[config.mk]
export PLATFORM = sky130hd
export DESIGN_NAME = step_pulse_gen
export DESIGN_NICKNAME = d
export VERILOG_FILES = /design/src/rtl/step_pkg.sv /design/src/rtl/sync_2ff.sv /design/src/rtl/step_pulse_gen.sv
export SDC_FILE = /design/constraint.sdc
export NUM_CORES = 1
export LEC_CHECK = 0
export ABC_AREA = 1
export CELL_PAD_IN_SITES_DETAIL_PLACEMENT = 1
export CELL_PAD_IN_SITES_GLOBAL_PLACEMENT = 1
export CORE_MARGIN = 1
export CORE_UTILIZATION = 45
export CTS_BUF_LIST = sky130_fd_sc_hd__clkbuf_8 sky130_fd_sc_hd__clkbuf_16
export DETAILED_ROUTE_END_ITERATION = 8
export HOLD_SLACK_MARGIN = 0.12
export PLACE_DENSITY_LB_ADDON = 0.1
export SYNTH_ARGS = -nofsm -noshare
export SYNTH_HDL_FRONTEND = slang
export SYNTH_SLANG_ARGS = --single-unit
[constraint.sdc]
create_clock -name CLK -period 1.9 [get_ports CLK]
set_clock_uncertainty 0.15 [all_clocks]
set_input_delay 0.57 -clock CLK [delete_from_list [all_inputs] [get_ports CLK]]
set_output_delay 0.57 -clock CLK [all_outputs]
set_load 0.01 [all_outputs]
[src/rtl/step_pkg.sv]
// Shared types and helpers for the manual/auto stepping clock-source front end.
package step_pkg;

   typedef enum logic [1:0] {
      RELEASED,
      PRESS_WAIT,
      PRESSED,
      RELEASE_WAIT
   } db_state_t;

   // Counter width for a value range, never narrower than one bit.
   function automatic int clog2_min1(input int value);
      int w;
      w = $clog2(value);
      if (w < 1) w = 1;
      return w;
   endfunction

endpackage

[src/rtl/sync_2ff.sv]
// One-bit two-flop synchronizer for bringing an asynchronous level into the clk domain.
module sync_2ff (
   input  logic clk,
   input  logic rst_n,
   input  logic d,
   output logic q
);

   logic meta;

   always_ff @(posedge clk) begin
      if (!rst_n) begin
         meta <= 1'b0;
         q    <= 1'b0;
      end else begin
         meta <= d;
         q    <= meta;
      end
   end

endmodule

[src/rtl/step_pulse_gen.sv]
// Debounced pushbutton step pulse plus programmable-rate auto tick, both one-cycle enables.
// Optional hold-to-repeat pulses are built when STEP_AUTO_REPEAT_EN is defined.
module step_pulse_gen
   import step_pkg::*;
#(
   parameter int DEBOUNCE_CYCLES = 1000000,
   parameter int AUTO_DIV        = 50000000,
   parameter int REPEAT_CYCLES   = 25000000
) (
   input  logic CLK,
   input  logic RST_n,
   input  logic BTN_raw,
   input  logic AUTO,
   output logic CLK_pushbutton,
   output logic CLK_auto,
   output logic BTN_level
);

   localparam int DB_W = clog2_min1(DEBOUNCE_CYCLES + 1);
   localparam int AU_W = clog2_min1(AUTO_DIV);
   localparam logic [DB_W-1:0] DB_MAX = DB_W'(DEBOUNCE_CYCLES);
   localparam logic [AU_W-1:0] AU_MAX = AU_W'(AUTO_DIV - 1);

   if (DEBOUNCE_CYCLES < 1 || AUTO_DIV < 1 || REPEAT_CYCLES < 1) begin : g_param_check
      $error("step_pulse_gen: DEBOUNCE_CYCLES, AUTO_DIV and REPEAT_CYCLES must be >= 1");
   end

   logic            btn_s;
   db_state_t       state;
   db_state_t       state_next;
   logic [DB_W-1:0] db_cnt;
   logic [DB_W-1:0] db_cnt_next;
   logic            press_accept;
   logic            level_next;
   logic [AU_W-1:0] au_cnt;
   logic [AU_W-1:0] au_cnt_next;
   logic            tick_next;
   logic            repeat_fire;

   sync_2ff u_btn_sync (
      .clk   (CLK),
      .rst_n (RST_n),
      .d     (BTN_raw),
      .q     (btn_s)
   );

   always_ff @(posedge CLK) begin
      if (!RST_n) begin
         state  <= RELEASED;
         db_cnt <= '0;
      end else begin
         state  <= state_next;
         db_cnt <= db_cnt_next;
      end
   end

   // Any sample that disagrees with the candidate level restarts qualification.
   always_comb begin
      state_next   = state;
      db_cnt_next  = db_cnt;
      press_accept = 1'b0;
      case (state)
         RELEASED: begin
            if (btn_s) begin
               state_next  = PRESS_WAIT;
               db_cnt_next = DB_W'(1);
            end
         end
         PRESS_WAIT: begin
            if (!btn_s) begin
               state_next  = RELEASED;
               db_cnt_next = '0;
            end else if (db_cnt == DB_MAX) begin
               state_next   = PRESSED;
               db_cnt_next  = '0;
               press_accept = 1'b1;
            end else begin
               db_cnt_next = db_cnt + 1'b1;
            end
         end
         PRESSED: begin
            if (!btn_s) begin
               state_next  = RELEASE_WAIT;
               db_cnt_next = DB_W'(1);
            end
         end
         RELEASE_WAIT: begin
            if (btn_s) begin
               state_next  = PRESSED;
               db_cnt_next = '0;
            end else if (db_cnt == DB_MAX) begin
               state_next  = RELEASED;
               db_cnt_next = '0;
            end else begin
               db_cnt_next = db_cnt + 1'b1;
            end
         end
         default: begin
            state_next  = RELEASED;
            db_cnt_next = '0;
         end
      endcase
      level_next = (state_next == PRESSED) || (state_next == RELEASE_WAIT);
   end

   // Tick is decided on the terminal count so it appears exactly AUTO_DIV cycles after AUTO rises.
   always_comb begin
      au_cnt_next = '0;
      tick_next   = 1'b0;
      if (AUTO) begin
         if (au_cnt == AU_MAX) begin
            tick_next = 1'b1;
         end else begin
            au_cnt_next = au_cnt + 1'b1;
         end
      end
   end

   always_ff @(posedge CLK) begin
      if (!RST_n) begin
         au_cnt <= '0;
      end else begin
         au_cnt <= au_cnt_next;
      end
   end

`ifdef STEP_AUTO_REPEAT_EN
   localparam int RP_W = clog2_min1(REPEAT_CYCLES);
   localparam logic [RP_W-1:0] RP_MAX = RP_W'(REPEAT_CYCLES - 1);

   logic [RP_W-1:0] rp_cnt;
   logic            holding;

   assign holding     = (state == PRESSED) && btn_s;
   assign repeat_fire = holding && (rp_cnt == RP_MAX);

   // Only uninterrupted time in PRESSED counts toward the next repeat.
   always_ff @(posedge CLK) begin
      if (!RST_n) begin
         rp_cnt <= '0;
      end else if (holding && !repeat_fire) begin
         rp_cnt <= rp_cnt + 1'b1;
      end else begin
         rp_cnt <= '0;
      end
   end
`else
   assign repeat_fire = 1'b0;
`endif

   always_ff @(posedge CLK) begin
      if (!RST_n) begin
         CLK_pushbutton <= 1'b0;
         CLK_auto       <= 1'b0;
         BTN_level      <= 1'b0;
      end else begin
         CLK_pushbutton <= press_accept | repeat_fire;
         CLK_auto       <= tick_next;
         BTN_level      <= level_next;
      end
   end

endmodule

# Yosys cells after proc, flatten, opt, wreduce, memory -nomap -nowiden

Cells that the tools add are included.

Bits in registers: 53
Output and inout bits: 3

$add $sub $neg: 2
Eq/ne operators: 9
Mux-type cells: 15
Bitwise gates (word level): 2
Reductions and logical operators: 6

Operator list:

| operator                                                                 | number |
|---|---|
| 20-bit 2-to-1 mux                                                        | 5 |
| 20-bit case mux with 4 select lines                                      | 1 |
| 26-bit by 1-bit adder with 26-bit output (second input constant)         | 1 |
| 26-bit equality test (second input constant)                             | 1 |
| 20-bit by 1-bit adder with 20-bit output (second input constant)         | 1 |
| 20-bit equality test (second input constant)                             | 1 |
| 2-bit 2-to-1 mux                                                         | 6 |
| 2-bit equality test (second input constant)                              | 4 |
| 2-bit case mux with 4 select lines                                       | 1 |
| 2-bit AND reduction                                                      | 2 |
| 3-bit AND reduction                                                      | 1 |
| 3-bit OR reduction                                                       | 1 |
| 2-bit by 1-bit equality test with 1-bit output (second input constant)   | 1 |
| 2-bit zero test                                                          | 1 |
| 1-bit 2-to-1 mux                                                         | 2 |
| 2-bit by 1-bit inequality test with 1-bit output (second input constant) | 1 |
| 2-bit inequality test (second input constant)                            | 1 |
| 1-bit inverter                                                           | 2 |
| 1-bit logical OR                                                         | 1 |

# Longest topological paths before layout

Gate-level depths: netlist (run 1).

Word-level depth: 6
Depth in mapped cells: 11

# Cells and area by module

Synthesis (run 1) repeated with hierarchy kept, for this count alone.

Cell total of the unflattened synthesis: 440
Area total of the unflattened synthesis: 2894.0 um^2

Modules (own cells, without submodules):

| module         | times used | cells an instance | area each (um^2) |
|---|---|---|---|
| step_pulse_gen | 1          | 434               | 2839.0 |
| sync_2ff       | 1          | 6                 | 55.1 |

# Worst setup path after synthesis (run 1)

No wires, ideal clock.

Path kind: flip-flop to flip-flop
Start point: register au_cnt[0]
End point: register au_cnt[15]
Setup time: 115 ps
Data arrival time: 1322 ps
Data required time: 1635 ps
Path slack: 313 ps
Stages on the path, launching flop included: 8
Period minus slack after synthesis: 1587 ps
Cells stage by stage: dfxtp_1 ha_1 nand2_2 nor3_2 nand4_2 nand2_4 buf_6 nor2_1

Word-level cells in the longest chain between the ends: 2
Elaborated cells on any way between the ends: 3
Classes of those cells: add/sub (1); eq/ne (1); reduce/logical (1)

Ends and longest elaborated chain:

| element                                                                          | RTL line              | text |
|---|---|---|
| from (decl)                                                                      | step_pulse_gen.sv:35  | `logic [AU_W-1:0] au_cnt;` |
| from (signal assigned)                                                           | step_pulse_gen.sv:123 | `au_cnt <= au_cnt_next;` |
| branches (longest 2 deep; another with 26-bit by 1-bit adder with 26-bit output) | --                    |  |

Several ways; the timed one is not identified.
A chain may end at the register's enable or synchronous reset.

# Final worst setup path (run 1)

Start point: register au_cnt[1]
End point: register au_cnt[22]

The elaborated chain is that of the path after synthesis.

==> metrics.txt, run 1 <==
post-DR vias/cell roughly 5.2; commonest non-fill, non-tap cell in the layout nand2_1; measured slew at the worst slew-check pin 0.3607 ns; CTS Buffer Depth 2; via count 2742; Die Footprint 6784 sq um; RSZ-0062 raised after global routing no; first-pass iteration count of the detailed router 4; Crit path max-delay family simple AND/OR/NAND/NOR gates; # nets final 457; Final Power 0.001873 W; Routed wire per std cell between 10 and 15 um; CP max stage cell dfxtp_1; clk_lat worst skew 0.32 ns; IO buf count 6; Cells after Synth 432; CTS H-Tree Depth 2; Total GRT Usage 0.2478; layout cells sized above 1 0.1197; Post-Syn Area per Cell 6.728 sq um; number of global-route vias before repair 2780; CP startpoint kind flop; Req. time, crit path 1.96 ns; Max Clock Freq approximately 560 MHz; Worst path max stage delay 0.37 ns; commonest non-fill, non-tap cells in the layout nand2_1, nor2_1, dfxtp_1; hold_buf cts 0; Rel. slew slack 0.7579; clock root buffer clkbuf_8; Die Wd 82.37 um; TritonCTS buffer count 5; leakage approximately 1.1 nW; FF-to-FF path depth 6; Netlist cell types 32; Hold Vio Cnt, Final 0; critical-path maximum fanout 25; period utilisation layout 0.9344; WL final 7.664 mm; #FFs+latches synth 53; fin crit period between 1.5 and 2 ns; Final Max Tran Viols 0; # diodes 0; hold path depth 2; drt drc 0; largest net degree at the start of global routing 26; Fill cells 838; FF-to-FF setup slack 0.12 ns; HP Class reg2reg; CP Cell Sequence ha_1 -> nand2_2 -> nor3_2 -> nand4_2 -> nand2_8 -> nor2_1; Worst setup EP type flop; max-cap violation count 0; VDD IR max 0.0003835 V; Setup Total Neg Slack 0 ns; final setup vio count 0; Post-Syn Area between 2000 and 3000 sq um; CP bufs+invs 0; syn_nets 439; clk slew on worst S/H paths 0.11 ns; antenna violations before repair 0; clock tree from TritonCTS built; Ports 7; Final Wtd Congestion roughly 0.80; Starting Density 0.4796; DRT iter0 DRCs 63; yosys warns 0; WP depth 6; number of routed nets with antenna violations 0; critical path class reg2reg; Die H 82.37 um; Syn-to-layout area delta 11.06%; status finished, final reports clean; CTS sink cnt 53; Final HPWL DP 5.857 mm; CP arrival 1.83 ns; row count 28; sequential share of the synthesized area 0.3650; P per Cell Area between 500 and 600 nW/um^2; first-pass GRT wire length 12.54 mm; Core ar. 6061 sq um; GR Overflow Total 0
[final timing paths]
kind                         from           end
setup / recovery        au_cnt[1]    au_cnt[22]
hold / removal    u_btn_sync.meta  u_btn_sync.q
setup reg to reg        au_cnt[1]    au_cnt[22]
hold reg to reg   u_btn_sync.meta  u_btn_sync.q
[metrics by stage]
step / hold slack, ns / worst slack [ns] / cells / cell area (sq um) / util
floorplan: 0.2405 / 0.3129 / 432 / 2907 / -
global placement: 0.2520 / 0.05350 / 517 / 3098 / 0.5111
detailed placement: 0.2645 / 0.02569 / 517 / 3098 / 0.5111
CTS: 0.2910 / 0.03434 / 525 / 3191 / 0.5264
global route: 0.3197 / 0.01246 / 526 / 3228 / 0.5326
finish: 0.2973 / 0.1247 / 526 / 3228 / 0.5326
[timing repair]
item	CTS	global route
endpoints found under the setup margin	3	28
endpoints found under the hold margin	0	0
setup buffers	0	1
gates resized for setup	3	8
pin swaps	0	1
[power breakdown]
group / switching [W] / leakage, nW / internal, W
combinational: 0.0000420 / 0.644 / 0.0000222
sequential: 0.00000392 / 0.428 / 0.00112
clock: 0.000393 / 0.0512 / 0.000297
[per-layer routing]
layer | up-vias | wire [um] | track usage
met1 | 1320 | 3185 | 0.2520
met3 | 11 | 106 | 0.03956
met2 | 19 | 4179 | 0.4926
li1 | 1392 | - | -
met4 | 0 | 192 | 0.1018
met5 | - | 0 | 0
[area by class of cell]
class                   instances  area (sq um)  area share
inverters                      55         206.4     0.06395
clock inverters                 2         13.76    0.004264
multi-input cells             317          1610      0.4988
repair buffers                 18         158.9     0.04922
well taps                      75         93.84     0.02907
clock buffers                   6         82.58     0.02558
flip-flops and latches         53          1062      0.3291
[logic make-up after synthesis]
kind of cell | Yosys count | share of synthesized area
DFF | 53 | 0.3650
buffers and inverters | 62 | 0.09083
AOI/OAI and AO/OA | 43 | 0.07921
xor gates and xnor gates | 19 | 0.05984
and+or+nand+nor | 252 | 0.3922
adders and majority gates | 3 | 0.01292
[cells in the mapped netlist (all sizes together)]
library cell | n | area share
ha | 3 | 0.013
nand3 | 29 | 0.053
xor2 | 14 | 0.042
xnor2 | 5 | 0.018
a31oi | 1 | 0.0022
buf | 5 | 0.017
nor2 | 72 | 0.10
nor4 | 1 | 0.0022
o22ai | 2 | 0.0043
dfxtp | 53 | 0.37
o21ai | 14 | 0.024
a21oi | 26 | 0.049
nand2 | 120 | 0.16
nand3b | 4 | 0.010
or2 | 2 | 0.0043
clkbuf | 2 | 0.0026
inv | 55 | 0.071
nor3b | 2 | 0.0052
nor3 | 15 | 0.033
nand4 | 7 | 0.017
[flip-flops by register name, summed over array words and instances (netlist names)]
signal           flops
BTN_level            1
CLK_auto             1
CLK_pushbutton       1
au_cnt              26
db_cnt              20
state                2
u_btn_sync.meta      1
u_btn_sync.q         1
[worst min-delay path: stages (launching register included)]
cell and delay, ns:
dfxtp_1 0.32, nand2_1 0.06, inv_1 0.03
Note: power is estimated with default switching activity, not from simulation.
==> run 2, diff against run 1 <==
--- a/config.mk
+++ b/config.mk
@@ -12,6 +12,7 @@
 export CORE_UTILIZATION = 45
 export CTS_BUF_LIST = sky130_fd_sc_hd__clkbuf_8 sky130_fd_sc_hd__clkbuf_16
 export DETAILED_ROUTE_END_ITERATION = 8
+export GPL_ROUTABILITY_DRIVEN = 0
 export HOLD_SLACK_MARGIN = 0.12
 export PLACE_DENSITY_LB_ADDON = 0.1
 export SYNTH_ARGS = -nofsm -noshare
==> results of run 2 <==
The final DEF is identical to that of run 1; final timing and power are the same.
==> run 3, diff against run 2 <==
--- a/config.mk
+++ b/config.mk
@@ -9,7 +9,7 @@
 export CELL_PAD_IN_SITES_DETAIL_PLACEMENT = 1
 export CELL_PAD_IN_SITES_GLOBAL_PLACEMENT = 1
 export CORE_MARGIN = 1
-export CORE_UTILIZATION = 45
+export CORE_UTILIZATION = 47
 export CTS_BUF_LIST = sky130_fd_sc_hd__clkbuf_8 sky130_fd_sc_hd__clkbuf_16
 export DETAILED_ROUTE_END_ITERATION = 8
 export GPL_ROUTABILITY_DRIVEN = 0
==> constraint.sdc (replaced) <==
create_clock -name CLK -period 2.1 [get_ports CLK]
set_clock_uncertainty 0.15 [all_clocks]
set_input_delay 0.63 -clock CLK [delete_from_list [all_inputs] [get_ports CLK]]
set_output_delay 0.63 -clock CLK [all_outputs]
set_load 0.01 [all_outputs]
==> run 3 against run 2 <==
- die area fell by 4.1%
- hold slack got worse by 0.012 ns
- worst setup slack improved by 0.026 ns
- largest power group unchanged
- first-iteration DRC count rose by 6.3%
- count of clock-buffer cells in the layout unchanged
- final area shrank 2.6%
- power decreased by 2.8%
- routed wire length decreased by 3.2%
- register-to-register slack better by 0.09 ns
==> metrics.txt, run 3 (same netlist as run 1, synthesis figures left out) <==
status finished, final reports clean; clock root buffer clkbuf_8; RSZ-0062 raised after global routing no; CP max stage cell clkdlybuf4s50_1; CP bufs+invs 1; met2 WL 3.942 mm; Setup Total Neg Slack 0 ns; row count 28; post-DR vias/cell 5.219; leakage 1.058 nW; max-cap violation count 0; number of routed nets with antenna violations 0; DRT iter0 DRCs 67; largest net degree at the start of global routing 26; Core ar. about 6000 sq um; period utilisation layout 0.9281; Pint 0.001412 W; CTS H-Tree Depth 2; Net Sw Power approximately 0.00041 W; wl on met1 3.207 mm; Total GRT Usage 0.2496; GR Overflow Total 0; IO buf count 6; measured slew at the worst slew-check pin about 0.41 ns; Largest regs au_cnt: 26 flops, db_cnt: 20 flops, state: 2 flops; hold_buf cts 0; critical path class reg2out; Final Max Tran Viols 0; Ports 7; Max Clock Freq 513.1 MHz; # diodes 0; Sw Ratio 0.2250; Die Footprint 6503 sq um; Routed wire per std cell around 14 um; CP Cell Sequence clkdlybuf4s50_1; logic gate share of total power 0.026; TritonCTS buffer count 5; CP startpoint kind flop; commonest non-fill, non-tap cells in the layout nand2_1, nor2_1, dfxtp_1; Met3 Routed Length roughly 88 um; Req. time, crit path 1.32 ns; Worst path max stage delay 0.53 ns; Final HPWL DP approximately 5.7 mm; fin cells 517; Starting Density 0.4880; clock tree from TritonCTS built; FF-to-FF setup slack 0.21 ns; Worst setup EP type output port; first-pass GRT wire length approximately 12 mm; CTS sink cnt 53; VDD IR max 0.0004133 V; sequential power share 0.557; # nets final 448; Die Wd approximately 80 um; most flop-heavy register au_cnt; WL final 7.417 mm; Die H approximately 81 um; first-pass iteration count of the detailed router 4; via count 2698; CTS Buffer Depth 2; clock power share 0.417; commonest non-fill, non-tap cell in the layout nand2_1; Largest register FFs 26; fin crit period 1.949 ns; Hold Vio Cnt, Final 0; layout cells sized above 1 0.09050; Rel. slew slack 0.7256; P per Cell Area 579.2 nW/um^2; HP Class reg2reg; drt drc 0; critical-path maximum fanout 1; clk slew on worst S/H paths approximately 0.10 ns; antenna violations before repair 0; Post-CTS Setup Repair Bufs 0; Syn-to-layout area delta 8.222%; CP arrival 1.17 ns; Top Metal Used met4; Final Power 0.001822 W; clk_lat worst skew 0.32 ns; dpl cells 509; Fill cells 821; Crit path max-delay family buffers and inverters; number of global-route vias before repair 2704; Resize count post-CTS 0; final setup vio count 0
==> run 3: per-layer routing <==
metal,up-vias,global-route usage
li1,1379,-
met1,1285,0.2601
met2,17,0.4890
met3,17,0.03977
met4,0,0.09643
met5,-,0
==> run 3: final timing paths <==
check                   from           end  cells after the start
max                 CLK_auto      CLK_auto                      1
min          u_btn_sync.meta  u_btn_sync.q                      2
min reg2reg  u_btn_sync.meta  u_btn_sync.q                      2
max reg2reg        au_cnt[0]     au_cnt[9]                      6
==> run 3: metrics by stage <==
| step | util | hold WS [ns] | area, sq um | setup slack [ns] |
|---|---|---|---|---|
| final | 0.5282 | 0.2855 | 3146 | 0.1511 |
| after global routing | 0.5282 | 0.3177 | 3146 | 0.03066 |
| after global placement | 0.5080 | 0.2528 | 3025 | 0.1825 |
| after CTS | 0.5282 | 0.2900 | 3146 | 0.1367 |
| after detailed placement | 0.5080 | 0.2650 | 3025 | 0.1514 |
| after floorplan | - | 0.2405 | 2907 | 0.5129 |
==> run 3: final cells by class <==
class | count | area (sq um) | area share
clock buffer | 6 | 82.58 | 0.02625
timing repair buffer | 9 | 82.58 | 0.02625
sequential | 53 | 1061 | 0.3373
multi-input combinational | 317 | 1582 | 0.5028
clock inverter | 2 | 37.54 | 0.01193
tap | 75 | 93.84 | 0.02983
inverter | 55 | 206.4 | 0.06563
==> run 3: worst reg2reg max path, cell delays in order (launching register included) <==
cell and delay (ns):
dfxtp_1 0.43, ha_1 0.21, nand2_2 0.09, nor3_2 0.30
nand4_2 0.22, nand2_4 0.29, nor2_1 0.10
==> run 3: power by group through the flow <==
stage | clock (W) | combinational [W] | sequential [W]
global route | 0.000812 | 0.0000520 | 0.00101
finish | 0.000760 | 0.0000478 | 0.00101
global placement | 0 | 0.0000468 | 0.00104
floorplan | 0 | 0.0000364 | 0.00104
CTS | 0.000772 | 0.0000489 | 0.00101
detailed placement | 0 | 0.0000482 | 0.00104
